==> config.mk <==
export PLATFORM = sky130hd
export DESIGN_NAME = pipe_stage_skid_reg_flat
export DESIGN_NICKNAME = d
export VERILOG_FILES = /design/src/rtl/pipe_stage_skid_reg_if.sv /design/src/rtl/pipe_stage_skid_reg.sv /design/src/flat_wrapper.sv
export SDC_FILE = /design/constraint.sdc
export NUM_CORES = 1
export LEC_CHECK = 0
export CAP_MARGIN = 25
export CORE_MARGIN = 2
export CORE_UTILIZATION = 35
export CTS_BUF_LIST = sky130_fd_sc_hd__clkbuf_16
export CTS_CLUSTER_DIAMETER = 120
export CTS_CLUSTER_SIZE = 24
export DETAILED_ROUTE_END_ITERATION = 7
export GPL_TIMING_DRIVEN = 0
export HOLD_SLACK_MARGIN = 0.03
export PLACE_DENSITY = 0.69
export SYNTH_ARGS = -nofsm -noshare
export SYNTH_HDL_FRONTEND = slang
export SYNTH_SLANG_ARGS = --single-unit
==> constraint.sdc <==
create_clock -name clk -period 1.8 [get_ports clk]
set_input_delay 0.45 -clock clk [delete_from_list [all_inputs] [get_ports clk]]
set_output_delay 0.45 -clock clk [all_outputs]
set_load 0.03 [all_outputs]
==> src/rtl/pipe_stage_skid_reg_if.sv <==
// -----------------------------------------------------------------------------
// pipe_stage_skid_reg_if
// Handshake/bus bundle for one pipeline stage register.
//   i_valid / o_ready / i_ctrl / i_data : upstream side (producer -> stage)
//   o_valid / i_ready / o_ctrl / o_data : downstream side (stage -> consumer)
// Modports:
//   slave  : the stage register's view (takes i_*, drives o_*)
//   master : the surrounding pipeline's view (drives i_*, takes o_*)
// -----------------------------------------------------------------------------
interface pipe_stage_skid_reg_if #(
  parameter int DATA_W = 32,
  parameter int CTRL_W = 8
);
  logic              i_valid;
  logic              o_ready;
  logic [CTRL_W-1:0] i_ctrl;
  logic [DATA_W-1:0] i_data;
  logic              o_valid;
  logic              i_ready;
  logic [CTRL_W-1:0] o_ctrl;
  logic [DATA_W-1:0] o_data;

  modport slave (
    input  i_valid, i_ctrl, i_data, i_ready,
    output o_ready, o_valid, o_ctrl, o_data
  );

  modport master (
    output i_valid, i_ctrl, i_data, i_ready,
    input  o_ready, o_valid, o_ctrl, o_data
  );
endinterface

==> src/rtl/pipe_stage_skid_reg.sv <==
// -----------------------------------------------------------------------------
// pipe_stage_skid_reg
// Generic inter-stage pipeline register with a 2-entry skid buffer. Carries a
// control bundle and a data bundle under valid/ready, keeps o_ready registered
// while sustaining one beat per cycle, and turns flushed beats into bubbles by
// forcing the control bundle to CTRL_NOP.
//
// Ports:
//   clk          in   rising-edge clock
//   reset        in   asynchronous, active-low reset
//   i_flush      in   squash all held beats at this clock edge
//   o_stall_cnt  out  32-bit backpressure cycle count (0 unless enabled)
//   bus          slave modport of pipe_stage_skid_reg_if
//                (i_valid/o_ready/i_ctrl/i_data upstream,
//                 o_valid/i_ready/o_ctrl/o_data downstream)
//
// Optional feature macro: PIPE_STALL_CNT_EN
//   defined   : o_stall_cnt counts cycles with o_valid=1 & i_ready=0,
//               saturating, cleared only by reset.
//   undefined : o_stall_cnt is tied to zero.
// -----------------------------------------------------------------------------
module pipe_stage_skid_reg #(
  parameter int                DATA_W   = 32,
  parameter int                CTRL_W   = 8,
  parameter logic [CTRL_W-1:0] CTRL_NOP = {CTRL_W{1'b0}}
) (
  input  logic                  clk,
  input  logic                  reset,
  input  logic                  i_flush,
  output logic [31:0]           o_stall_cnt,
  pipe_stage_skid_reg_if.slave  bus
);

  typedef enum logic [1:0] {
    ST_EMPTY = 2'd0,
    ST_ONE   = 2'd1,
    ST_FULL  = 2'd2
  } state_e;

  state_e            state_r;
  logic              o_valid_r;
  logic              o_ready_r;
  logic [CTRL_W-1:0] main_ctrl_r;
  logic [DATA_W-1:0] main_data_r;
  logic [CTRL_W-1:0] skid_ctrl_r;
  logic [DATA_W-1:0] skid_data_r;

  logic              in_fire_s;
  logic              out_fire_s;

  assign in_fire_s  = bus.i_valid & o_ready_r;
  assign out_fire_s = o_valid_r & bus.i_ready;

  // Outputs come straight from flops; main_ctrl_r already holds CTRL_NOP
  // whenever the stage has no valid beat.
  assign bus.o_valid = o_valid_r;
  assign bus.o_ready = o_ready_r;
  assign bus.o_ctrl  = main_ctrl_r;
  assign bus.o_data  = main_data_r;

  // Skid-buffer FSM: state, handshake flags and main/skid storage.
  always_ff @(posedge clk or negedge reset) begin
    if (!reset) begin
      state_r     <= ST_EMPTY;
      o_valid_r   <= 1'b0;
      o_ready_r   <= 1'b1;
      main_ctrl_r <= CTRL_NOP;
      main_data_r <= {DATA_W{1'b0}};
      skid_ctrl_r <= {CTRL_W{1'b0}};
      skid_data_r <= {DATA_W{1'b0}};
    end else if (i_flush) begin
      // Flush wins over a simultaneous in_fire; o_data keeps its old value.
      state_r     <= ST_EMPTY;
      o_valid_r   <= 1'b0;
      o_ready_r   <= 1'b1;
      main_ctrl_r <= CTRL_NOP;
    end else begin
      case (state_r)
        ST_EMPTY: begin
          if (in_fire_s) begin
            main_ctrl_r <= bus.i_ctrl;
            main_data_r <= bus.i_data;
            o_valid_r   <= 1'b1;
            state_r     <= ST_ONE;
          end else begin
            state_r     <= ST_EMPTY;
          end
        end
        ST_ONE: begin
          if (in_fire_s && out_fire_s) begin
            main_ctrl_r <= bus.i_ctrl;
            main_data_r <= bus.i_data;
          end else if (in_fire_s) begin
            // Downstream stalled: park the new beat, drop ready next cycle.
            skid_ctrl_r <= bus.i_ctrl;
            skid_data_r <= bus.i_data;
            o_ready_r   <= 1'b0;
            state_r     <= ST_FULL;
          end else if (out_fire_s) begin
            o_valid_r   <= 1'b0;
            main_ctrl_r <= CTRL_NOP;
            state_r     <= ST_EMPTY;
          end else begin
            state_r     <= ST_ONE;
          end
        end
        ST_FULL: begin
          // o_ready_r is 0 here, so no beat can arrive in this state.
          if (out_fire_s) begin
            main_ctrl_r <= skid_ctrl_r;
            main_data_r <= skid_data_r;
            o_ready_r   <= 1'b1;
            state_r     <= ST_ONE;
          end else begin
            state_r     <= ST_FULL;
          end
        end
        default: begin
          state_r     <= ST_EMPTY;
          o_valid_r   <= 1'b0;
          o_ready_r   <= 1'b1;
          main_ctrl_r <= CTRL_NOP;
        end
      endcase
    end
  end

`ifdef PIPE_STALL_CNT_EN
  logic [31:0] stall_cnt_r;

  // Saturating backpressure counter; survives flush, cleared only by reset.
  always_ff @(posedge clk or negedge reset) begin
    if (!reset) begin
      stall_cnt_r <= 32'd0;
    end else if (o_valid_r && !bus.i_ready && (stall_cnt_r != 32'hFFFF_FFFF)) begin
      stall_cnt_r <= stall_cnt_r + 32'd1;
    end else begin
      stall_cnt_r <= stall_cnt_r;
    end
  end

  assign o_stall_cnt = stall_cnt_r;
`else
  assign o_stall_cnt = 32'd0;
`endif

endmodule

==> src/flat_wrapper.sv <==
// flat-port wrapper written by rule: the top's interface ports become plain ports
module pipe_stage_skid_reg_flat 
#(
  parameter int                DATA_W   = 32,
  parameter int                CTRL_W   = 8,
  parameter logic [CTRL_W-1:0] CTRL_NOP = {CTRL_W{1'b0}}
)
  (clk, reset, i_flush, o_stall_cnt, bus_i_valid, bus_i_ctrl, bus_i_data, bus_i_ready, bus_o_ready, bus_o_valid, bus_o_ctrl, bus_o_data);
  pipe_stage_skid_reg_if #(.DATA_W(DATA_W), .CTRL_W(CTRL_W)) bus_i ();
  input  logic clk;
  input  logic reset;
  input  logic i_flush;
  output logic [31:0] o_stall_cnt;
  input wire logic [$bits(bus_i.i_valid)-1:0] bus_i_valid;
  input wire logic [$bits(bus_i.i_ctrl)-1:0] bus_i_ctrl;
  input wire logic [$bits(bus_i.i_data)-1:0] bus_i_data;
  input wire logic [$bits(bus_i.i_ready)-1:0] bus_i_ready;
  output wire logic [$bits(bus_i.o_ready)-1:0] bus_o_ready;
  output wire logic [$bits(bus_i.o_valid)-1:0] bus_o_valid;
  output wire logic [$bits(bus_i.o_ctrl)-1:0] bus_o_ctrl;
  output wire logic [$bits(bus_i.o_data)-1:0] bus_o_data;
  assign bus_i.i_valid = bus_i_valid;
  assign bus_i.i_ctrl = bus_i_ctrl;
  assign bus_i.i_data = bus_i_data;
  assign bus_i.i_ready = bus_i_ready;
  assign bus_o_ready = bus_i.o_ready;
  assign bus_o_valid = bus_i.o_valid;
  assign bus_o_ctrl = bus_i.o_ctrl;
  assign bus_o_data = bus_i.o_data;
  pipe_stage_skid_reg #(.DATA_W(DATA_W), .CTRL_W(CTRL_W), .CTRL_NOP(CTRL_NOP)) u_core (.clk(clk), .reset(reset), .i_flush(i_flush), .o_stall_cnt(o_stall_cnt), .bus(bus_i));
endmodule
### After elaboration in Yosys (flattened, before gate mapping)

Cells that the tools add are included.
W data, S select, Z words.

| storage, ports and cells | value |
|---|---|
| bits of input ports | 45 |
| register bits | 84 |
| memory bits (writable) | 0 |
| memories kept | 0 |
| output and inout port bits | 74 |
| bits in latches | 0 |
| bits in read-only memories | 0 |

| operators by class | value |
|---|---|
| magnitude comparators | 0 |
| bitwise logic cells | 4 |
| reductions and logical operators | 8 |
| muxes and demuxes | 29 |
| divide/modulo/power cells | 0 |
| shift-type cells | 0 |
| equality and inequality tests | 15 |
| $add $sub $neg | 0 |
| multipliers | 0 |

Operators with widths:

| cell | number |
|---|---|
| $mux W32 | 3 |
| $pmux W32 S3 | 1 |
| $mux W8 | 6 |
| $pmux W8 S3 | 1 |
| $ne A3 B2 Y1 const B | 4 |
| $reduce_and A4 Y1 | 3 |
| $mux W1 | 11 |
| $reduce_and A5 Y1 | 2 |
| $mux W2 | 4 |
| $ne A2 B1 Y1 const B | 3 |
| $ne A3 B3 Y1 const B | 2 |
| $pmux W1 S3 | 2 |
| $pmux W2 S3 | 1 |
| $ne A2 B2 Y1 const B | 2 |
| $ne A4 B2 Y1 const B | 1 |
| $ne A4 B4 Y1 const B | 1 |
| $reduce_bool A3 Y1 | 1 |
| $and A1 B1 Y1 | 2 |
| $eq A2 B1 Y1 const B | 1 |
| $eq A2 B2 Y1 const B | 1 |
| $logic_not A2 Y1 | 1 |
| $not A1 Y1 | 2 |
| $logic_and A1 B1 Y1 | 1 |

### Logic depth before layout (Yosys ltp)

Gate-level depths: netlist of the first run.

| logic depth | value |
|---|---|
| word-level depth | 6 |
| gate-level depth with buffers | 6 |
| mapped depth without buffers | 4 |

### Least setup slack after synthesis of the first run

No wires, ideal clock.

| timing path | value |
|---|---|
| path kind | register to register |
| from | reg u_core.o_ready_r (netlist: u_core.bus.o_ready) |
| to | reg u_core.main_data_r[0] (netlist: u_core.bus.o_data[0]) |
| cell stages (with the launch flop) | 5 |
| buffers on the path | 1 |
| required time | 1677 ps |
| clock period less this slack | 1780 ps |
| library setup time | 123 ps |
| setup slack | 20 ps |
| arrival time | 1657 ps |
| cell sequence | dfstp_2 -> nand2_1 -> o32ai_4 -> buf_4 -> a21oi_2 |

| between the ends | value |
|---|---|
| longest elaborated chain between the ends | 4 |

Ends and longest elaborated chain:

| what | RTL line | text |
|---|---|---|
| start: declaration | pipe_stage_skid_reg.sv:42 | `logic o_ready_r;` |
| start signal: assignment | pipe_stage_skid_reg.sv:66 | `o_ready_r <= 1'b1;` |
| start signal: assignment | pipe_stage_skid_reg.sv:75 | `o_ready_r <= 1'b1;` |
| start signal: assignment | pipe_stage_skid_reg.sv:97 | `o_ready_r <= 1'b0;` |
| $and A1 B1 Y1 (*) | pipe_stage_skid_reg.sv:51 | `assign in_fire_s = bus.i_valid & o_ready_r;` |
| $logic_and A1 B1 Y1 | pipe_stage_skid_reg.sv:90 | `if (in_fire_s && out_fire_s) begin` |
| $ne A2 B1 Y1 (no source line) | n/a |  |
| $reduce_and A5 Y1 (no source line) (*) | n/a |  |
| end signal: assignment | pipe_stage_skid_reg.sv:68 | `main_data_r <= {DATA_W{1'b0}};` |
| end signal: assignment | pipe_stage_skid_reg.sv:92 | `main_data_r <= bus.i_data;` |
| end signal: assignment | pipe_stage_skid_reg.sv:111 | `main_data_r <= skid_data_r;` |
| end: declaration | pipe_stage_skid_reg.sv:44 | `logic [DATA_W-1:0] main_data_r;` |

Every way passes the cells marked *; elsewhere a longest branch is shown, timed or not.
A chain may end at the register's enable or synchronous reset.

### Final worst setup path of the first run

| timing path | value |
|---|---|
| from | reg u_core.o_ready_r (netlist: u_core.bus.o_ready) |
| to | out bus_o_ready |

RTL lines:

| what | RTL line | text |
|---|---|---|
| end: declaration | flat_wrapper.sv:18 | `output wire logic [$bits(bus_i.o_ready)-1:0] bus_o_ready;` |

No word-level cell between the ends.

==> impl_results.md, run 1 <==
* Outcome: complete, no violations
* Vias at about 2,800
* Fin nets at ~510
* Commonest non-fill, non-tap cell in the layout: dfrtp_1
* Worst Skew at ~4.6 ps
* Vias in the first global route at 2,911
* Number of top-level pins at 119
* WL final at 8730 um
* Worst path arrival time at about 1300 ps
* Mean Syn Cell Area at 12.4 um2
* Register area share after synthesis at 51.7%
* Max Cap Violations at 0
* P_leak at 2.43 nW
* CTS Buffer Depth at 2
* Setup violations, final at 0
* Fmax at 0.577 GHz
* Post-cts hold buffer count at 0
* DRC viols at 0
* Fin cells at roughly 610
* Fill cells at 1,059
* Pin slew with the least headroom to its limit at about 490 ps
* Inst Count DP at between 500 and 600
* Area grow syn2layout at 37.0%
* CP max-delay cell: dfstp_2
* Synth Cell Area at slightly above 4000 um2
* Commonest non-fill, non-tap cells in the layout: dfrtp_1 (82), dlygate4sd2_1 (43), clkdlybuf4s50_1 (40)
* Worst path max stage delay at roughly 580 ps
* Initial Utilization at 35.8%
* CTS tree: yes
* Share of cells above drive strength 1 at 31.2%
* R2r endpoint: u_core.bus.o_data[28]$_DFFE_PN0P_
* Critical-path maximum fanout at 4
* Dominant synthesized flop cell: dfrtp_1
* R2R depth at 6
* Largest net degree at the start of global routing at 51
* Yosys warnings at 0
* Stages on the worst setup path at 1
* Iter 0 DRT Violations at 50
* Chip height at between 100 and 150 um
* Critical path class: flop to primary output
* Worst setup slack after layout at 66.0 ps
* Gr ovfl total at 0
* FFs w/ async S/R, synth at 100%
* Rows at 39
* R2R Path Start: u_core.state_r[1]$_DFFE_PN0P_
* Yosys reg bits at 84
* HP Class: primary input to async pin
* Die span in x at 112 um
* Gr usage total at 14.7%
* VDD IR-drop max at 0.603 mV
* Worst skew pair latency at 330 ps
* DP Wirelength at between 6000 and 7000 um
* Antenna diodes at 0
* Pwr per Cell Area at 1460 nW/um2
* Routability Congestion at 0.770
* Unique cell type count in the Yosys netlist at 36
* Clock H-tree levels at 3
* RSZ-0062 raised after global routing: true
* Num CTS Buffers at 9
* Syn Inst Count at 328
* WL/cell at 14.4 um
* Setup crit end: bus_o_ready
* Sink Count at 84
* Min cycle time layout at ~1700 ps
* CTS root buf: clkbuf_16
* Antenna Nets Post-Route at 0
* IO Port Bufs at 85
* CP endpoint kind: primary output
* Drt pass-1 iters at 4
* Slew Viols, Final at 0
* Top delay family on crit path: flip-flops
* CP Launch Type: flop
* Dpl ws at -524 ps
* Final period util at 96.3%
* First-pass GRT wire length at roughly 15,000 um
* Worst relative slew slack at between 60% and 70%
* Final hold viol count at 0
* Die area at 12,500 um2
* Core area at ~11,000 um2
* Buffers plus inverters on the worst setup path at 1
* Crit. Startpoint: u_core.bus.o_ready$_DFFE_PN1P_
* Worst Path Required at 1350 ps
* Vias per cell at 4.61
* Initial antenna violation count at 0
* Reg2Reg Setup Slack at 120 ps
* Critical-path cell list: clkdlybuf4s15_1
* Post-synth EDFFs at 0
* Clock transition at path regs at ~60 ps
## logic make-up (layout without fill, tap and decap cells)
logic type                after synthesis  count (layout)  synth area share [%]
buffers and inverters                  53             159                  9.44
DFF                                    84              84                  51.7
xor gates and xnor gates                1               1                 0.215
other                                   1              32                0.0922
AOI/OAI and AO/OA                      60              60                  12.5
muxes                                  79              79                  20.7
and+or+nand+nor                        50              50                  5.35
## cells in the mapped netlist (all sizes together), types with 2 or more instances
master   number  area share, %
mux2         40             11
o22ai         3           0.46
nor2b         3           0.46
dfrtp        83             51
a21oi        34            6.8
nand2         4           0.37
buf          50            9.1
nor2         36            3.3
a22o          8            1.7
o2bb2ai       7            1.5
o21ai         2           0.25
mux2i        39            9.6
inv           2           0.18
## power by group
group          switching [mW]  total [mW]  internal [mW]
Clock                   0.697        1.74           1.04
Sequential              0.441        3.19           2.74
Combinational            1.86        3.22           1.36
Total                    3.00        8.14           5.15
## routing by layer
| layer | GRT usage (%) | vias to the layer above | routed length (um) |
|---|---|---|---|
| met5 | 0 | - | 0 |
| met4 | 6.42 | 0 | 133 |
| met3 | 2.99 | 11 | 461 |
| met2 | 24.7 | 81 | 4280 |
| met1 | 18.2 | 1356 | 3850 |
| li1 | - | 1352 | - |
## area by class of cell
type | instances | area (um2) | area share, %
buffer | 51 | 390 | 7.00
clock buffer | 9 | 225 | 4.04
clock inverter | 6 | 50.0 | 0.898
inverter | 2 | 7.51 | 0.135
multi-input combinational | 222 | 1740 | 31.3
sequential | 84 | 2100 | 37.8
tap | 143 | 179 | 3.21
timing repair buffer | 91 | 873 | 15.7
## sequential cells by signal, summed over array words and instances (netlist names)
signal	flops
u_core.skid_ctrl_r	8
u_core.bus.o_ctrl	8
u_core.bus.o_ready	1
u_core.bus.o_valid	1
u_core.state_r	2
u_core.bus.o_data	32
u_core.skid_data_r	32
## worst min path at each step
stage | startpoint | endpoint | slack [ps] | depth (start not counted)
floorplan | reset | u_core.bus.o_ctrl[0]$_DFFE_PN0P_ | 150 | 0
global placement | u_core.skid_data_r[17]$_DFFE_PN0P_ | u_core.skid_data_r[17]$_DFFE_PN0P_ | 480 | 1
detailed placement | reset | u_core.bus.o_data[30]$_DFFE_PN0P_ | 450 | 1
CTS | reset | u_core.skid_data_r[30]$_DFFE_PN0P_ | 90 | 1
global route | reset | u_core.skid_data_r[30]$_DFFE_PN0P_ | 110 | 1
finish | reset | u_core.skid_data_r[30]$_DFFE_PN0P_ | 80 | 1
## stage by stage
stage	setup TNS, ps	cell area [um2]	hold WS [ps]	power, mW	util [%]
after global routing	-6.82	5570	105	8.65	49.0
after detailed placement	-35080	5240	446	6.70	46.1
final	0	5570	77.0	8.14	49.0
after floorplan	0	4190	154	5.39	-
after CTS	0	5530	87.8	8.23	48.6
after global placement	-267080	5220	478	6.58	45.9
## what timing repair did
| action | CTS | global route |
|---|---|---|
| pin swaps | 2 | 1 |
| buffers inserted | 4 | 0 |
| gates resized for setup | 50 | 11 |
| gates cloned | 1 | 0 |
| endpoints found under the hold margin | 0 | 0 |
| endpoints found under the setup margin | 120 | 47 |
No activity file was read; power rests on OpenSTA's default activity.
==> run 2, diff against run 1 <==
--- a/config.mk
+++ b/config.mk
@@ -6,15 +6,18 @@
 export NUM_CORES = 1
 export LEC_CHECK = 0
 export CAP_MARGIN = 25
+export CELL_PAD_IN_SITES_DETAIL_PLACEMENT = 2
+export CELL_PAD_IN_SITES_GLOBAL_PLACEMENT = 2
+export CORE_ASPECT_RATIO = 0.6
 export CORE_MARGIN = 2
-export CORE_UTILIZATION = 35
+export CORE_UTILIZATION = 31
 export CTS_BUF_LIST = sky130_fd_sc_hd__clkbuf_16
 export CTS_CLUSTER_DIAMETER = 120
 export CTS_CLUSTER_SIZE = 24
 export DETAILED_ROUTE_END_ITERATION = 7
 export GPL_TIMING_DRIVEN = 0
 export HOLD_SLACK_MARGIN = 0.03
-export PLACE_DENSITY = 0.69
+export PLACE_DENSITY = 0.88
 export SYNTH_ARGS = -nofsm -noshare
 export SYNTH_HDL_FRONTEND = slang
 export SYNTH_SLANG_ARGS = --single-unit
==> impl_results.md, run 2 (synthesis gave the netlist of run 1 again) <==
* CP endpoint kind: primary output
* Commonest non-fill, non-tap cell in the layout: dfrtp_1
* Antenna Nets Post-Route at 0
* Iter 0 DRT Violations at 85
* Clock H-tree levels at 3
* Commonest non-fill, non-tap cells in the layout: dfrtp_1 (83), dlygate4sd2_1 (43), buf_4 (41)
* VDD IR-drop max at 0.732 mV
* Min cycle time layout at 1760 ps
* Initial antenna violation count at 0
* WL final at 11,600 um
* Chip height at 92.7 um
* Sink Count at 84
* Worst path max stage delay at 570 ps
* P_leak at 2.46 nW
* Max Cap Violations at 0
* Worst Skew at 9.15 ps
* Worst setup slack after layout at 37.9 ps
* Final instance area at 5660 um2
* Pin slew with the least headroom to its limit at approximately 550 ps
* Worst path arrival time at 1310 ps
* CTS tree: yes
* Core area at about 13,000 um2
* Post-DP Area at 5270 um2
* Gr usage total at 17.3%
* Area of the multi-input gates at 1760 um2
* HP Class: primary input to async pin
* Largest net degree at the start of global routing at 47
* Buffers plus inverters on the worst setup path at 1
* Post-cts hold buffer count at 0
* Drt pass-1 iters at 4
* Vias at 2,944
* Dpl ws at -661 ps
* Critical path class: flop to primary output
* DP Wirelength at 8440 um
* Slew Viols, Final at 0
* Pwr per Cell Area at 1470 nW/um2
* Worst Path Required at 1350 ps
* CTS Buffer Depth at 2
* Final hold viol count at 0
* Top delay family on crit path: flip-flops
* WHS at about 96 ps
* Fmax at 0.568 GHz
* Gr ovfl total at 0
* Worst relative slew slack at 63.5%
* Fill cells at between 1,000 and 1,500
* Critical-path cell list: dlygate4sd2_1
* Final period util at a little over nine tenths
* Die area at 14,100 um2
* Area grow syn2layout at 39.2%
* Vias per cell at 4.61
* CTS root buf: clkbuf_16
* WL/cell at ~18 um
* IO Port Bufs at 85
* Rows at 32
* DRC viols at 0
* Finished Core Util at 44.2%
* Die span in x at ~150 um
* Outcome: complete, no violations
* FF+latch area at 2100 um2
* Antenna diodes at 0
* Worst skew pair latency at approximately 340 ps
* First-pass GRT wire length at 18,900 um
* Clock transition at path regs at 70 ps
* Routability Congestion at 0.732
* Critical-path maximum fanout at 3
* Initial Utilization at 31.8%
* Num CTS Buffers at 9
* Number of top-level pins at between 100 and 150
* Setup violations, final at 0
* CP Launch Type: flop
* Vias in the first global route at about 3,400
* Share of cells above drive strength 1 at 32.3%
* Fin nets at 508
* CP max-delay cell: dfstp_2
==> run 2: cell count changes in the layout (fill, tap and decap cells not counted), moves of 2 or more <==
cell        previous run  this run
buf_2                  6         2
buf_4                 38        41
buf_6                  8        10
clkinvlp_4             0         3
==> run 2: final timing paths <==
| path | slack [ps] | start | depth (start not counted) | end |
|---|---|---|---|---|
| min in group clk | 380 | i_flush | 2 | u_core.bus.o_valid$_DFFE_PN0P_ |
| min | 100 | reset | 1 | u_core.bus.o_ctrl[3]$_DFFE_PN0P_ |
| max | 40 | u_core.bus.o_ready$_DFFE_PN1P_ | 1 | bus_o_ready |
| min reg2reg | 500 | u_core.bus.o_ctrl[1]$_DFFE_PN0P_ | 1 | u_core.bus.o_ctrl[1]$_DFFE_PN0P_ |
| max in group asynchronous | 1060 | reset | 2 | u_core.bus.o_ready$_DFFE_PN1P_ |
| max reg2reg | 50 | u_core.state_r[1]$_DFFE_PN0P_ | 6 | u_core.bus.o_data[17]$_DFFE_PN0P_ |
==> run 2: final cells by class <==
cell class	instances	area share, %
Inverter	2	0.133
Clock inverter	7	0.773
Tap cell	170	3.76
Timing Repair Buffer	93	15.9
Clock buffer	9	3.98
Multi-Input combinational cell	222	31.1
Buffer	51	7.25
Sequential cell	84	37.1
==> run 2: what timing repair did <==
item | 4_1_cts | 5_1_grt
gates resized for setup | 62 | 9
buffers inserted | 4 | 2
cloned | 1 | 0
setup endpoints to repair | 122 | 78
pin swaps | 1 | 3
endpoints found under the hold margin | 0 | 0
==> run 2: power by group <==
part	switching (mW)	internal, mW	total (mW)
Combinational	2.00	1.40	3.39
Clock	0.766	0.927	1.69
Sequential	0.498	2.74	3.24
==> run 2: metrics by stage <==
step | std cells | TNS, ps | total power [mW]
after floorplan | 359 | 0 | 5.39
after global placement | 614 | -279290 | 6.61
after detailed placement | 615 | -46610 | 6.86
after CTS | 636 | -0.278 | 8.39
after global routing | 638 | -22.6 | 8.84
final | 638 | 0 | 8.33
==> run 2: layer usage <==
layer | part of all wire [%] | track usage, % | up-vias
li1 | - | - | 1367
met1 | 43 | 21.1 | 1494
met2 | 50 | 30.0 | 70
met3 | 5.6 | 5.71 | 13
met4 | 0.84 | 3.82 | 0
met5 | 0 | 0 | -
==> run 3, diff against run 2 <==
==> constraint.sdc (replaced) <==
create_clock -name clk -period 1.85 [get_ports clk]
set_input_delay 0.4625 -clock clk [delete_from_list [all_inputs] [get_ports clk]]
set_output_delay 0.4625 -clock clk [all_outputs]
set_load 0.03 [all_outputs]
==> impl_results.md, run 3 (synthesis gave the netlist of run 1 again) <==
* Core area at 12,800 um2
* Die area at 14,100 um2
* Slew Viols, Final at 0
* Power share of the sequential group at 38.6%
* CP Launch Type: flop
* Share of cells above drive strength 1 at a little under a third
* Vias in the first global route at 3,423
* First-pass GRT wire length at around 19,000 um
* Switching share of power at 39.0%
* Initial antenna violation count at 0
* HP Class: primary input to async pin
* CP endpoint kind: primary output
* Net Sw Power at ~3.2 mW
* Antenna Nets Post-Route at 0
* Initial Utilization at 31.8%
* P_leak at 2.56 nW
* Die span in x at 152 um
* Final period util at 98.2%
* Largest net degree at the start of global routing at 47
* Sink Count at 84
* Fmax at 0.550 GHz
* Top delay family on crit path: buffers and inverters
* Number of top-level pins at between 100 and 150
* Area grow syn2layout at 39.8%
* Drt pass-1 iters at 4
* Gr usage total at between 15 and 20%
* Reg2Reg Setup Slack at 110 ps
* Logic pwr share at 41.1%
* WL final at approximately 12,000 um
* Critical-path maximum fanout at 2
* Critical-path cell list: clkdlybuf4s50_1
* Worst relative slew slack at 63.2%
* Num CTS Buffers at 9
* DP Wirelength at 8440 um
* DRC viols at 0
* Clock transition at path regs at 70 ps
* Vias per cell at 4.62
* Setup violations, final at 0
* Clock share of power at 20.2%
* Final hold viol count at 0
* VDD IR-drop max at 0.712 mV
* Iter 0 DRT Violations at 87
* Critical path class: flop to primary output
* CTS tree: yes
* Final instance area at 5690 um2
* Setup TNS at 0 ps
* CTS root buf: clkbuf_16
* CP max-delay cell: clkdlybuf4s50_1
* Worst path max stage delay at slightly below 700 ps
* WL/cell at 18.4 um
* Dpl ws at -624 ps
* Worst path arrival time at about 1400 ps
* WHS at 100 ps
* Vias at just under 3,000
* Pin slew with the least headroom to its limit at 551 ps
* Max Cap Violations at 0
* Worst Skew at 11.0 ps
* Worst setup slack after layout at 32.8 ps
* Clock H-tree levels at 3
* Antenna diodes at 0
* CTS Buffer Depth at 2
* Buffers plus inverters on the worst setup path at 1
* Worst skew pair latency at ~340 ps
* IO Port Bufs at 85
* Commonest non-fill, non-tap cell in the layout: dfrtp_1
* Post-cts hold buffer count at 0
* Commonest non-fill, non-tap cells in the layout: dfrtp_1 (83), clkdlybuf4s50_1 (42), buf_4 (39), mux2i_1 (39), mux2_2 (38)
* Pwr per Cell Area at 1440 nW/um2
* Min cycle time layout at 1820 ps
* Gr ovfl total at 0
* Post-DP Area at between 5000 and 6000 um2
* RSZ-0062 raised after global routing: false
* Worst Path Required at 1390 ps
* Routability Congestion at 0.732
* Chip height at 92.7 um
* Total Power at between 8 and 9 mW
* Rows at 32
* Internal Power at between 4 and 5 mW
* Outcome: complete, no violations
* Fin nets at just over 500
* Fill cells at 1,338
run 3: worst register-to-register path: stages, from the launching register on:
cell and delay (ps):
dfrtp_1 330, clkbuf_2 220, nor2b_1 190, buf_4 200, clkbuf_4 290, mux2i_1 270, a21oi_1 120
run 3: area by class of cell:
cell class,count,area (um2),area share [%]
well taps,170,213,3.74
clock buffers,9,225,3.96
multi-input cells,222,1760,30.9
flip-flops and latches,84,2100,37.0
plain buffers,51,409,7.19
clock inverters,7,43.8,0.770
repair buffers,91,930,16.3
inverters,2,7.51,0.132
run 3: through the flow:
stage	util [%]	cells
floorplan	-	359
global placement	41.0	614
detailed placement	41.2	615
CTS	43.9	636
global route	44.4	636
finish	44.4	636
run 3: routing by layer:
layer | share of wire (%) | track usage [%] | vias up | wire length, um
met5 | 0 | 0 | - | 0
met4 | 0.84 | 3.82 | 0 | 98
met3 | 6.0 | 5.71 | 13 | 705
met2 | 50 | 30.0 | 73 | 5880
met1 | 43 | 21.1 | 1494 | 5050
li1 | - | - | 1360 | -
run 3: power by group through the flow:
stage / registers, mW / clock network, mW / logic, mW
2_1_floorplan: 3.82 / 0 / 1.42
3_3_place_gp: 3.11 / 0 / 3.32
3_5_place_dp: 3.19 / 0 / 3.48
4_1_cts: 3.17 / 1.70 / 3.39
5_1_grt: 3.27 / 1.78 / 3.61
6_report: 3.15 / 1.65 / 3.36
run 3: path summary, 6_finish.rpt:
path	from	depth (start not counted)	to
setup / recovery	u_core.bus.o_data[27]$_DFFE_PN0P_	1	bus_o_data[27]
hold / removal	reset	1	u_core.skid_ctrl_r[0]$_DFFE_PN0P_
setup reg to reg	u_core.state_r[1]$_DFFE_PN0P_	6	u_core.bus.o_data[9]$_DFFE_PN0P_
hold reg to reg	u_core.bus.o_ctrl[1]$_DFFE_PN0P_	1	u_core.bus.o_ctrl[1]$_DFFE_PN0P_
max in group asynchronous	reset	2	u_core.bus.o_ready$_DFFE_PN1P_
min in group clk	i_flush	2	u_core.bus.o_valid$_DFFE_PN0P_
run 3: what timing repair did:
action                     CTS  global route
setup buffers                4             0
setup endpoints to repair  107            69
cloned                       1             0
gates resized for setup     45            21
pin swaps                    1             1
